--- src/rtl/keypad_pkg.sv ---
// Shared keypad definitions: key width, key codes and press-detector state encoding.
package keypad_pkg;

    localparam int KEY_W = 5;

    localparam logic [KEY_W-1:0] KEY_CLR  = 5'h0A;
    localparam logic [KEY_W-1:0] KEY_BSP  = 5'h0B;
    localparam logic [KEY_W-1:0] KEY_NEXT = 5'h0C;
    localparam logic [KEY_W-1:0] KEY_NONE = 5'h1F;

    typedef enum logic {
        WAIT_PRESS   = 1'b0,
        WAIT_RELEASE = 1'b1
    } press_state_e;

    // Digit codes are 0..9; everything else is a command or ignored.
    function automatic logic is_digit(input logic [KEY_W-1:0] k);
        return (k <= 5'd9);
    endfunction

endpackage

--- src/rtl/keypad_operand_bank_if.sv ---
// Keypad operand bank bus: key/control inputs toward the bank, operand state back out.
interface keypad_operand_bank_if #(
    parameter int DIGITS   = 4,
    parameter int OPERANDS = 2
);
    import keypad_pkg::*;

    localparam int VW = 4 * DIGITS;
    localparam int SW = $clog2(OPERANDS);
    localparam int CW = $clog2(DIGITS + 1);

    logic [KEY_W-1:0]         key;
    logic                     en;
    logic                     load;
    logic [SW-1:0]            load_idx;
    logic [VW-1:0]            load_val;
    logic [VW*OPERANDS-1:0]   ops;
    logic [SW-1:0]            sel;
    logic [CW-1:0]            cnt;
    logic                     full;
    logic                     evt;
    logic                     err;

    // Controller side: drives keys, enable and load strobes.
    modport master (
        output key, en, load, load_idx, load_val,
        input  ops, sel, cnt, full, evt, err
    );

    // Operand bank side.
    modport slave (
        input  key, en, load, load_idx, load_val,
        output ops, sel, cnt, full, evt, err
    );

endinterface

--- src/rtl/kob_key_event.sv ---
// Key press detector: one event per press, key held through reset stays silent.
// Optional auto-repeat of digits and backspace when KOB_AUTOREPEAT_EN is defined.
module kob_key_event
    import keypad_pkg::*;
#(
    parameter int REPEAT_DLY  = 50,
    parameter int REPEAT_RATE = 10
) (
    input  logic             clk,
    input  logic             rst,
    input  logic [KEY_W-1:0] key,
    output logic             evt_o,
    output logic [KEY_W-1:0] code_o
);

    // Repeat timing must allow the counter to be rewound by REPEAT_RATE.
    if (REPEAT_RATE < 1 || REPEAT_DLY < REPEAT_RATE) begin : g_bad_cfg
        $error("kob_key_event: need 1 <= REPEAT_RATE <= REPEAT_DLY");
    end

    press_state_e state_q, state_d;

`ifdef KOB_AUTOREPEAT_EN
    localparam int HW = $clog2(REPEAT_DLY + 1);

    logic [HW-1:0]    hold_q, hold_d;
    logic [KEY_W-1:0] code_q, code_d;

    // Press detection plus hold counter; repeats reuse the code captured at the press.
    always_comb begin
        state_d = state_q;
        hold_d  = hold_q;
        code_d  = code_q;
        evt_o   = 1'b0;
        code_o  = key;
        case (state_q)
            WAIT_PRESS: begin
                hold_d = '0;
                if (key != KEY_NONE) begin
                    state_d = WAIT_RELEASE;
                    code_d  = key;
                    evt_o   = 1'b1;
                end
            end
            WAIT_RELEASE: begin
                if (key == KEY_NONE) begin
                    state_d = WAIT_PRESS;
                    hold_d  = '0;
                end else if (hold_q == HW'(REPEAT_DLY - 1)) begin
                    // Rewind so the next repeat lands REPEAT_RATE cycles later.
                    hold_d = HW'(REPEAT_DLY - REPEAT_RATE);
                    code_o = code_q;
                    evt_o  = is_digit(code_q) || (code_q == KEY_BSP);
                end else begin
                    hold_d = hold_q + HW'(1);
                end
            end
            default: state_d = WAIT_RELEASE;
        endcase
    end

    // State, hold counter and captured code.
    always_ff @(posedge clk) begin
        if (rst) begin
            state_q <= WAIT_RELEASE;
            hold_q  <= '0;
            code_q  <= KEY_NONE;
        end else begin
            state_q <= state_d;
            hold_q  <= hold_d;
            code_q  <= code_d;
        end
    end
`else
    // Press detection: event only on the WAIT_PRESS -> WAIT_RELEASE transition.
    always_comb begin
        state_d = state_q;
        evt_o   = 1'b0;
        code_o  = key;
        case (state_q)
            WAIT_PRESS: begin
                if (key != KEY_NONE) begin
                    state_d = WAIT_RELEASE;
                    evt_o   = 1'b1;
                end
            end
            WAIT_RELEASE: begin
                if (key == KEY_NONE) state_d = WAIT_PRESS;
            end
            default: state_d = WAIT_RELEASE;
        endcase
    end

    // State register; reset parks in WAIT_RELEASE so a held key must be released first.
    always_ff @(posedge clk) begin
        if (rst) state_q <= WAIT_RELEASE;
        else     state_q <= state_d;
    end
`endif

endmodule

--- src/rtl/keypad_operand_bank.sv ---
// Keypad operand bank: BCD operand registers edited by key events, with
// per-operand digit counts, operand select and a result-load port.
// Optional build macro: KOB_AUTOREPEAT_EN (auto-repeat of held digits/backspace).
module keypad_operand_bank
    import keypad_pkg::*;
#(
    parameter int DIGITS      = 4,
    parameter int OPERANDS    = 2,
    parameter int REPEAT_DLY  = 50,
    parameter int REPEAT_RATE = 10
) (
    input  logic                  clk,
    input  logic                  rst,
    keypad_operand_bank_if.slave  bus
);

    localparam int VW = 4 * DIGITS;
    localparam int SW = $clog2(OPERANDS);
    localparam int CW = $clog2(DIGITS + 1);

    if (DIGITS < 1 || DIGITS > 8 || OPERANDS < 2 || OPERANDS > 8) begin : g_bad_cfg
        $error("keypad_operand_bank: DIGITS must be 1..8, OPERANDS 2..8");
    end

    logic [OPERANDS-1:0][VW-1:0] ops_q, ops_d;
    logic [OPERANDS-1:0][CW-1:0] cnt_q, cnt_d;
    logic [SW-1:0]               sel_q, sel_d;
    logic                        evt_q, evt_d;
    logic                        err_q, err_d;

    logic             kev;
    logic [KEY_W-1:0] kcode;
    logic [VW-1:0]    cur_op;
    logic [VW-1:0]    shl_op;
    logic [CW-1:0]    cur_cnt;

    kob_key_event #(
        .REPEAT_DLY  (REPEAT_DLY),
        .REPEAT_RATE (REPEAT_RATE)
    ) u_key_event (
        .clk    (clk),
        .rst    (rst),
        .key    (bus.key),
        .evt_o  (kev),
        .code_o (kcode)
    );

    // Significant digit count of a loaded value: highest non-zero nibble index + 1.
    function automatic logic [CW-1:0] sig_digits(input logic [VW-1:0] v);
        logic [CW-1:0] n;
        n = '0;
        for (int i = 0; i < DIGITS; i++)
            if (v[4*i +: 4] != 4'h0) n = CW'(i + 1);
        return n;
    endfunction

    // Next-state for operands, counts, select and the evt/err pulses.
    always_comb begin
        ops_d   = ops_q;
        cnt_d   = cnt_q;
        sel_d   = sel_q;
        evt_d   = 1'b0;
        err_d   = 1'b0;
        cur_op  = ops_q[sel_q];
        cur_cnt = cnt_q[sel_q];
        shl_op  = cur_op << 4;
        shl_op[3:0] = kcode[3:0];

        if (bus.load) begin
            // A load wins over any key event on the same edge; the event is dropped.
            if (int'(bus.load_idx) < OPERANDS) begin
                ops_d[bus.load_idx] = bus.load_val;
                cnt_d[bus.load_idx] = sig_digits(bus.load_val);
            end
        end else if (bus.en && kev) begin
            if (is_digit(kcode)) begin
                if (cur_cnt == CW'(DIGITS)) begin
                    err_d = 1'b1;
                end else if (cur_cnt == '0 && kcode == 5'd0) begin
                    // Leading zero: acknowledged but nothing stored.
                    evt_d = 1'b1;
                end else begin
                    ops_d[sel_q] = shl_op;
                    cnt_d[sel_q] = cur_cnt + CW'(1);
                    evt_d        = 1'b1;
                end
            end else begin
                case (kcode)
                    KEY_CLR: begin
                        ops_d[sel_q] = '0;
                        cnt_d[sel_q] = '0;
                        evt_d        = 1'b1;
                    end
                    KEY_BSP: begin
                        if (cur_cnt != '0) begin
                            ops_d[sel_q] = cur_op >> 4;
                            cnt_d[sel_q] = cur_cnt - CW'(1);
                            evt_d        = 1'b1;
                        end
                    end
                    KEY_NEXT: begin
                        sel_d = (sel_q == SW'(OPERANDS - 1)) ? '0 : sel_q + SW'(1);
                        evt_d = 1'b1;
                    end
                    default: ;
                endcase
            end
        end
    end

    // Bank registers; reset overrides load and key activity.
    always_ff @(posedge clk) begin
        if (rst) begin
            ops_q <= '0;
            cnt_q <= '0;
            sel_q <= '0;
            evt_q <= 1'b0;
            err_q <= 1'b0;
        end else begin
            ops_q <= ops_d;
            cnt_q <= cnt_d;
            sel_q <= sel_d;
            evt_q <= evt_d;
            err_q <= err_d;
        end
    end

    assign bus.ops  = ops_q;
    assign bus.sel  = sel_q;
    assign bus.cnt  = cnt_q[sel_q];
    assign bus.full = (cnt_q[sel_q] == CW'(DIGITS));
    assign bus.evt  = evt_q;
    assign bus.err  = err_q;

endmodule

--- src/flat_wrapper.sv ---
// flat-port wrapper written by rule: the top's interface ports become plain ports
module keypad_operand_bank_flat import keypad_pkg::*;
#(
    parameter int DIGITS      = 4,
    parameter int OPERANDS    = 2,
    parameter int REPEAT_DLY  = 50,
    parameter int REPEAT_RATE = 10
)
  (clk, rst, bus_key, bus_en, bus_load, bus_load_idx, bus_load_val, bus_ops, bus_sel, bus_cnt, bus_full, bus_evt, bus_err);
  keypad_operand_bank_if #(.DIGITS(DIGITS), .OPERANDS(OPERANDS)) bus_i ();
  input  logic clk;
  input  logic rst;
  input wire logic [$bits(bus_i.key)-1:0] bus_key;
  input wire logic [$bits(bus_i.en)-1:0] bus_en;
  input wire logic [$bits(bus_i.load)-1:0] bus_load;
  input wire logic [$bits(bus_i.load_idx)-1:0] bus_load_idx;
  input wire logic [$bits(bus_i.load_val)-1:0] bus_load_val;
  output wire logic [$bits(bus_i.ops)-1:0] bus_ops;
  output wire logic [$bits(bus_i.sel)-1:0] bus_sel;
  output wire logic [$bits(bus_i.cnt)-1:0] bus_cnt;
  output wire logic [$bits(bus_i.full)-1:0] bus_full;
  output wire logic [$bits(bus_i.evt)-1:0] bus_evt;
  output wire logic [$bits(bus_i.err)-1:0] bus_err;
  assign bus_i.key = bus_key;
  assign bus_i.en = bus_en;
  assign bus_i.load = bus_load;
  assign bus_i.load_idx = bus_load_idx;
  assign bus_i.load_val = bus_load_val;
  assign bus_ops = bus_i.ops;
  assign bus_sel = bus_i.sel;
  assign bus_cnt = bus_i.cnt;
  assign bus_full = bus_i.full;
  assign bus_evt = bus_i.evt;
  assign bus_err = bus_i.err;
  keypad_operand_bank #(.DIGITS(DIGITS), .OPERANDS(OPERANDS), .REPEAT_DLY(REPEAT_DLY), .REPEAT_RATE(REPEAT_RATE)) u_core (.clk(clk), .rst(rst), .bus(bus_i));
endmodule
--- config.mk ---
export PLATFORM = sky130hd
export DESIGN_NAME = keypad_operand_bank_flat
export DESIGN_NICKNAME = d
export VERILOG_FILES = /design/src/rtl/keypad_pkg.sv /design/src/rtl/keypad_operand_bank_if.sv /design/src/rtl/kob_key_event.sv /design/src/rtl/keypad_operand_bank.sv /design/src/flat_wrapper.sv
export SDC_FILE = /design/constraint.sdc
export NUM_CORES = 1
export LEC_CHECK = 0
export CAP_MARGIN = 15
export CORE_ASPECT_RATIO = 0.75
export CORE_MARGIN = 1.5
export CORE_UTILIZATION = 49
export CTS_CLUSTER_DIAMETER = 30
export DETAILED_ROUTE_END_ITERATION = 8
export GPL_TIMING_DRIVEN = 0
export PLACE_DENSITY_LB_ADDON = 0.12
export SETUP_SLACK_MARGIN = 0.15
export SYNTH_ARGS = -nofsm -noshare
export SYNTH_HDL_FRONTEND = slang
export SYNTH_SLANG_ARGS = --single-unit
export TNS_END_PERCENT = 50
--- constraint.sdc ---
create_clock -name clk -period 3.5 [get_ports clk]
set_input_delay 0.35 -clock clk [delete_from_list [all_inputs] [get_ports clk]]
set_output_delay 0.35 -clock clk [all_outputs]
set_load 0.005 [all_outputs]
==> impl_metrics.yaml, run 1 <==
run_status:
  outcome: "finished clean"
clocking:
  cts_sinks: 42
  postCtsSetupBuffers: 0
  clock_latency_ns: 0.30
  cts-root-buf: "sky130_fd_sc_hd__clkbuf_8"
  cts_bufs_inserted: 5
  cts_tree: "yes"
  cts.clk_slew.worst_paths_ns: 0.08
  clockBufferDepth: 2
  cts-htree-levels: 2
routing:
  postRouteWirelength_mm: 7.97
  routedLengthMet1_mm: 3.56
  drt_drc_violations_left: 0
  maxUsedRoutingLayer: "met4"
  met3RoutedLength_um: 969
  final_antenna_net_count: 0
  via_per_inst: 7.06
  first_iter_violations: 523
  dr_total_vias: 2642
  wl_per_cell_um: 21.3
  route.met2.wl_mm: 3.35
  dr.pass1.iters: 9
min_path:
  timing.hold.worst.start: "bus_key[0]"
  min_path_type: "in2reg"
pwr:
  net_switching_power_figure_uw: 285
  combinationalPowerShare_pct: 16.8
  p_seq_share_pct: 46.0
  max-vdd-ir-drop_mv: 0.194
  power_leakage_uw: 0.00101
  clock_power_share_pct: 37.2
  power_density_nw_per_um2: 334
  internal-power_uw: 795
  sw_frac_of_total_pct: 26.4
setup_path:
  worstPathCellList: "buf_4, clkbuf_2, mux2i_1, ha_1, nand4_1, o21a_1, a31oi_2, buf_2, o2bb2ai_1"
  worst_path_max_delay_cell: "sky130_fd_sc_hd__a31oi_2"
  worst-path-buf-inv: 3
  startpoint_type: "flop"
  timing_worst_setup_path_type: "reg2reg"
  worst-path-max-fanout: 10
  crit-reg2reg-launch: "u_core.bus.sel"
  timing.critical_path.arrival_ns: 3.37
  setup.worst_path.start: "u_core.bus.sel"
  timing.critical_path.slowest_cell_delay_ns: 0.44
  worst-endpoint-required_ns: 3.73
  worst_setup_path_end_kind: "flop"
  cp_top_family: "compound AO/OA/AOI/OAI gates"
logic_synthesis:
  synth.area.top_cells: "sky130_fd_sc_hd__dfxtp_1 34%, sky130_fd_sc_hd__a222oi_1 9.8%, sky130_fd_sc_hd__o2bb2ai_1 8.6%"
  synth.top_cell.area_share_pct: 34.5
  yosysWarningCount: 0
  syn-mean-instance-area_um2: 9.88
  syn-cell-area_um2: 2440
  ys_dominant_reg_cell: "sky130_fd_sc_hd__dfxtp_1"
  synth-async-reset-ratio_pct: 0
  synth_cell_type_count: 58
  netlist_top_cells_count: "42 x sky130_fd_sc_hd__dfxtp_1, 24 x sky130_fd_sc_hd__a222oi_1, 24 x sky130_fd_sc_hd__o2bb2ai_1"
  yosysSeqAreaShare_pct: 34.5
  synth.most_common_cell: "sky130_fd_sc_hd__dfxtp_1"
  yosys.area.top_type: "sky130_fd_sc_hd__dfxtp_1"
  ys_ff_latch: 42
  synth_edf_count: 0
  post_synthesis_cell_count: 247
  synth_nets: 276
global_route:
  grt_overflow_total: 0
  grt_max_degree: 13
  via_count_of_the_first_global_routing_pass: 2280
  grt_first_pass_wirelength_mm: 12.4
  antenna_found_initial: 0
  grtUsageTotal_pct: 29.3
timing:
  timing_max_transition_violations_final: 0
  finalHoldViolCount: 0
  measured_slew_at_the_worst_slew_check_pin_ns: 0.857
  timing.clock.skew_ns: 0.00771
  fin_crit_sh_pct: 89.9
  timing.max_slew.rel_slack_pct: 42.4
  maxClockFrequency_mhz: 318
  totalNegativeSetupSlack_ns: 0
  min_period_ns: 3.15
  final_critical_path_setup_slack_ns: 0.353
  rsz_0062_raised_after_global_routing: "false"
  setup_viol: 0
final_layout:
  total_area_of_multi_input_combinational_cells_um2: 1440
  number_of_antenna_diodes: 0
  area_delta_synth_final_pct: 32.6
  fillCellCount: 394
  share_of_final_layout_standard_cells_stronger_than_drive_strength_1_pct: 12.7
  nNetsFinal: 343
  final_instance_count_excl_fillers: 374
  final-seq-area_um2: 841
floorplanning:
  fp-row-count: 22
  placeableCoreArea_um2: 4840
  die_height_um: 64.1
  initial_utilization_pct: 50.4
  design.die.area_um2: 5420
  dieWidth_um: 84.5
  io_pins: 65
placement:
  place_worst_setup_slack_ns: 0.0303
  hpwl_mm: 5.63
  io_buffers: 60
  place.gp.congestion: 1.01
  placedCellCount: 367
run:
  maxCapViolations: 0
-- worst reg2reg max path: stages, from the launching register on --
cell                        delay, ns
sky130_fd_sc_hd__dfxtp_1         0.34
sky130_fd_sc_hd__buf_4           0.19
sky130_fd_sc_hd__clkbuf_2        0.30
sky130_fd_sc_hd__mux2i_1         0.38
sky130_fd_sc_hd__ha_1            0.42
sky130_fd_sc_hd__nand4_1         0.31
sky130_fd_sc_hd__o21a_1          0.26
sky130_fd_sc_hd__a31oi_2         0.44
sky130_fd_sc_hd__buf_2           0.32
sky130_fd_sc_hd__o2bb2ai_1       0.14
-- cell type report --
type | instances | share of cell area [%]
sequential | 42 | 26.0
buffer | 24 | 4.49
tap | 60 | 2.32
clock inverter | 1 | 0.928
inverter | 5 | 0.657
timing repair buffer | 60 | 18.6
multi-input combinational | 176 | 44.5
clock buffer | 6 | 2.55
-- through the flow --
stage	power [uW]	utilization, %	hold WS [ns]	cell area (um^2)
2_1_floorplan	602	-	0.432	2440
3_3_place_gp	681	64.3	0.447	3120
3_5_place_dp	683	64.3	0.463	3120
4_1_cts	1070	66.8	0.464	3230
5_1_grt	1110	66.8	0.482	3240
6_report	1080	66.8	0.467	3240
-- power by group through the flow --
stage               logic, uW  clock network [uW]  registers [uW]
finish                    181                 402             497
global route              192                 418             498
CTS                       176                 401             497
detailed placement        175                   0             508
global placement          173                   0             508
floorplan                95.8                   0             506
-- path summary, 6_finish.rpt --
kind	endpoint	slack [ns]	depth (start not counted)
setup / recovery	u_core.bus.ops[3]	0.35	9
hold / removal	u_core.u_key_event.state_q	0.47	3
setup reg to reg	u_core.bus.ops[3]	0.35	9
hold reg to reg	u_core.cnt_q[1]	0.49	1
-- placed cells by master (no fill, tap or decap), types with 5 or more instances in the layout --
master	synthesis	layout
sky130_fd_sc_hd__nor4_1	6	6
sky130_fd_sc_hd__a222oi_1	24	24
sky130_fd_sc_hd__dfxtp_1	42	42
sky130_fd_sc_hd__o21ai_0	5	5
sky130_fd_sc_hd__o2bb2ai_1	24	24
sky130_fd_sc_hd__clkbuf_1	12	11
sky130_fd_sc_hd__buf_2	6	6
sky130_fd_sc_hd__nor3_1	7	7
sky130_fd_sc_hd__nand2_1	12	12
sky130_fd_sc_hd__nor2_1	9	9
sky130_fd_sc_hd__a22oi_1	7	7
sky130_fd_sc_hd__clkbuf_8	0	6
sky130_fd_sc_hd__o2bb2ai_2	9	9
sky130_fd_sc_hd__clkdlybuf4s50_1	0	60
sky130_fd_sc_hd__a21oi_1	7	7
-- cells by family (layout without fill, tap and decap cells) --
logic type                 count (synthesis)  after routing  synth area share, %
DFF                                       42             42                 34.5
xor gates and xnor gates                   2              2                0.718
muxes                                      3              3                 1.38
AOI/OAI and AO/OA                        105            105                 40.1
buffers and inverters                     29             96                 6.77
and+or+nand+nor                           62             62                 14.7
adders and majority gates                  4              4                 1.95
-- timing repair --
action                     4_1_cts  5_1_grt
gates resized for setup          1        2
setup endpoints to repair       10       21
hold buffers                     0        0
-- sequential cells by signal, summed over array words and instances, names as in the netlist --
name and cells:
u_core.u_key_event.state_q 1, u_core.bus.sel 1, u_core.bus.ops 32, u_core.bus.err 1, u_core.cnt_q 6, u_core.bus.evt 1
-- layer usage --
layer,vias to the layer above,GRT usage [%]
met4,0,7.26
met3,13,6.72
li1,1172,-
met1,1248,44.2
met2,209,41.8
met5,-,0
(Power assumes the default switching activity.)
==> run 2, diff against run 1 <==
SKIP_CTS_REPAIR_TIMING = 1   (was not set)
==> impl_metrics.yaml, run 2 (synthesis gave the netlist of run 1 again) <==
run_status:
  outcome: "complete, but fails checks"
  violations: "DRC"
timing:
  maxClockFrequency_mhz: 318
  fin_crit_sh_pct: 89.8
  finalHoldViolCount: 0
  timing.clock.skew_ns: 0.00762
  measured_slew_at_the_worst_slew_check_pin_ns: 0.884
  rsz_0062_raised_after_global_routing: "false"
  min_period_ns: 3.14
  timing.max_slew.rel_slack_pct: 40.6
  setup_viol: 0
  timing_max_transition_violations_final: 0
  totalNegativeSetupSlack_ns: 0
routing:
  wl_per_cell_um: 21.5
  via_per_inst: 7.07
  final_antenna_net_count: 0
  dr.pass1.iters: 9
  postRouteWirelength_mm: 8.05
  first_iter_violations: 531
  dr_total_vias: 2653
  drt_drc_violations_left: 1
clocking:
  clock_latency_ns: 0.30
  clockBufferDepth: 2
  cts_sinks: 42
  cts_tree: "yes"
  cts-root-buf: "sky130_fd_sc_hd__clkbuf_8"
  cts_bufs_inserted: 5
  cts.clk_slew.worst_paths_ns: 0.09
  cts-htree-levels: 2
global_route:
  grtUsageTotal_pct: 29.2
  grt_max_degree: 13
  via_count_of_the_first_global_routing_pass: 2282
  antenna_found_initial: 0
  grt_overflow_total: 0
  grt_first_pass_wirelength_mm: 12.4
final_layout:
  area_delta_synth_final_pct: 32.6
  share_of_final_layout_standard_cells_stronger_than_drive_strength_1_pct: 12.7
  number_of_antenna_diodes: 0
  fillCellCount: 395
  mostFrequentLayoutCell: "sky130_fd_sc_hd__clkdlybuf4s50_1"
  final_core_util_pct: 66.8
  most_frequent_cells_in_the_layout: "60 x sky130_fd_sc_hd__clkdlybuf4s50_1, 42 x sky130_fd_sc_hd__dfxtp_1, 24 x sky130_fd_sc_hd__a222oi_1, 24 x sky130_fd_sc_hd__o2bb2ai_1, 12 x sky130_fd_sc_hd__nand2_1"
  largest_register_ffs: 32
  nNetsFinal: 344
setup_path:
  worst_path_max_delay_cell: "sky130_fd_sc_hd__a31oi_2"
  rr_worst_depth: 9
  worstPathCellList: "buf_4, clkbuf_2, mux2i_1, ha_1, nand4_1, o21a_1, a31oi_2, buf_2, o2bb2ai_1"
  setup.reg_to_reg.worst_slack_ns: 0.36
  worst_setup_path_end_kind: "flop"
  crit-reg2reg-launch: "u_core.bus.sel"
  setup.worst_path.start: "u_core.bus.sel"
  startpoint_type: "flop"
  r2r_end: "u_core.bus.ops[1]"
  timing.critical_path.slowest_cell_delay_ns: 0.44
  worst-path-buf-inv: 3
  cp_top_family: "compound AO/OA/AOI/OAI gates"
  timing.critical_path.arrival_ns: 3.38
  worst-endpoint-required_ns: 3.73
  cp_num_cells: 9
  crit_path_end: "u_core.bus.ops[1]"
  timing_worst_setup_path_type: "reg2reg"
  worst-path-max-fanout: 10
run:
  maxCapViolations: 0
min_path:
  min_path_type: "in2reg"
  timing.hold.worst.start: "bus_key[0]"
placement:
  place.gp.congestion: 1.01
  hpwl_mm: 5.63
  io_buffers: 60
floorplanning:
  dieWidth_um: 84.5
  design.die.area_um2: 5420
  initial_utilization_pct: 50.4
  die_height_um: 64.1
  fp-row-count: 22
  placeableCoreArea_um2: 4840
  io_pins: 65
pwr:
  max-vdd-ir-drop_mv: 0.195
  power_density_nw_per_um2: 335
  power_leakage_uw: 0.00101
==> run 2: how the worst min path moves through the flow <==
stage	to	depth (start not counted)
after floorplan	u_core.cnt_q[1]	1
after global placement	u_core.cnt_q[1]	1
after detailed placement	u_core.cnt_q[4]	1
after CTS	u_core.u_key_event.state_q	3
after global routing	u_core.u_key_event.state_q	3
final	u_core.u_key_event.state_q	3
==> run 2: area by class of cell <==
| class | count | area [um^2] | share of cell area, % |
|---|---|---|---|
| buffer | 24 | 145 | 4.49 |
| timing repair buffer | 61 | 606 | 18.7 |
| tap | 60 | 75.1 | 2.32 |
| clock buffer | 6 | 82.6 | 2.55 |
| multi-input combinational | 176 | 1430 | 44.3 |
| sequential | 42 | 841 | 26.0 |
| clock inverter | 1 | 30.0 | 0.928 |
| inverter | 5 | 21.3 | 0.658 |
==> run 2: power breakdown <==
| group | internal, uW | leakage [uW] | total [uW] | switching, uW |
|---|---|---|---|---|
| clock | 228 | 0.0000573 | 404 | 175 |
| sequential | 487 | 0.000340 | 497 | 10.5 |
| combinational | 80.2 | 0.000612 | 181 | 101 |
| total | 796 | 0.00101 | 1080 | 287 |
==> run 2: per-stage QoR <==
step / std cells / hold WS, ns / area [um^2] / setup WS (ns) / total power [uW]
final: 375 / 0.467 / 3230 / 0.356 / 1080
after global routing: 375 / 0.482 / 3230 / 0.191 / 1110
after CTS: 374 / 0.464 / 3230 / -0.0131 / 1070
after detailed placement: 367 / 0.463 / 3120 / 0.0303 / 683
after global placement: 367 / 0.447 / 3120 / 0.100 / 681
after floorplan: 247 / 0.432 / 2440 / 0.755 / 602
==> run 2: per-layer routing <==
metal / up-vias / share of wire [%] / global-route usage [%]
li1: 1167 / - / -
met1: 1261 / 45 / 44.0
met2: 213 / 42 / 41.7
met3: 12 / 12 / 6.72
met4: 0 / 0.99 / 7.26
met5: - / 0 / 0
==> run 2: worst register-to-register path, cell delays in order (launching register included) <==
cell                        delay [ns]
sky130_fd_sc_hd__dfxtp_1          0.34
sky130_fd_sc_hd__buf_4            0.19
sky130_fd_sc_hd__clkbuf_2         0.30
sky130_fd_sc_hd__mux2i_1          0.38
sky130_fd_sc_hd__ha_1             0.41
sky130_fd_sc_hd__nand4_1          0.30
sky130_fd_sc_hd__o21a_1           0.26
sky130_fd_sc_hd__a31oi_2          0.44
sky130_fd_sc_hd__buf_2            0.31
sky130_fd_sc_hd__o2bb2ai_1        0.14
==> run 3, diff against run 2 <==
TNS_END_PERCENT = not set   (was 50)
==> results of run 3 <==
Same layout as run 2: the final DEF is identical, and so are final timing and power.
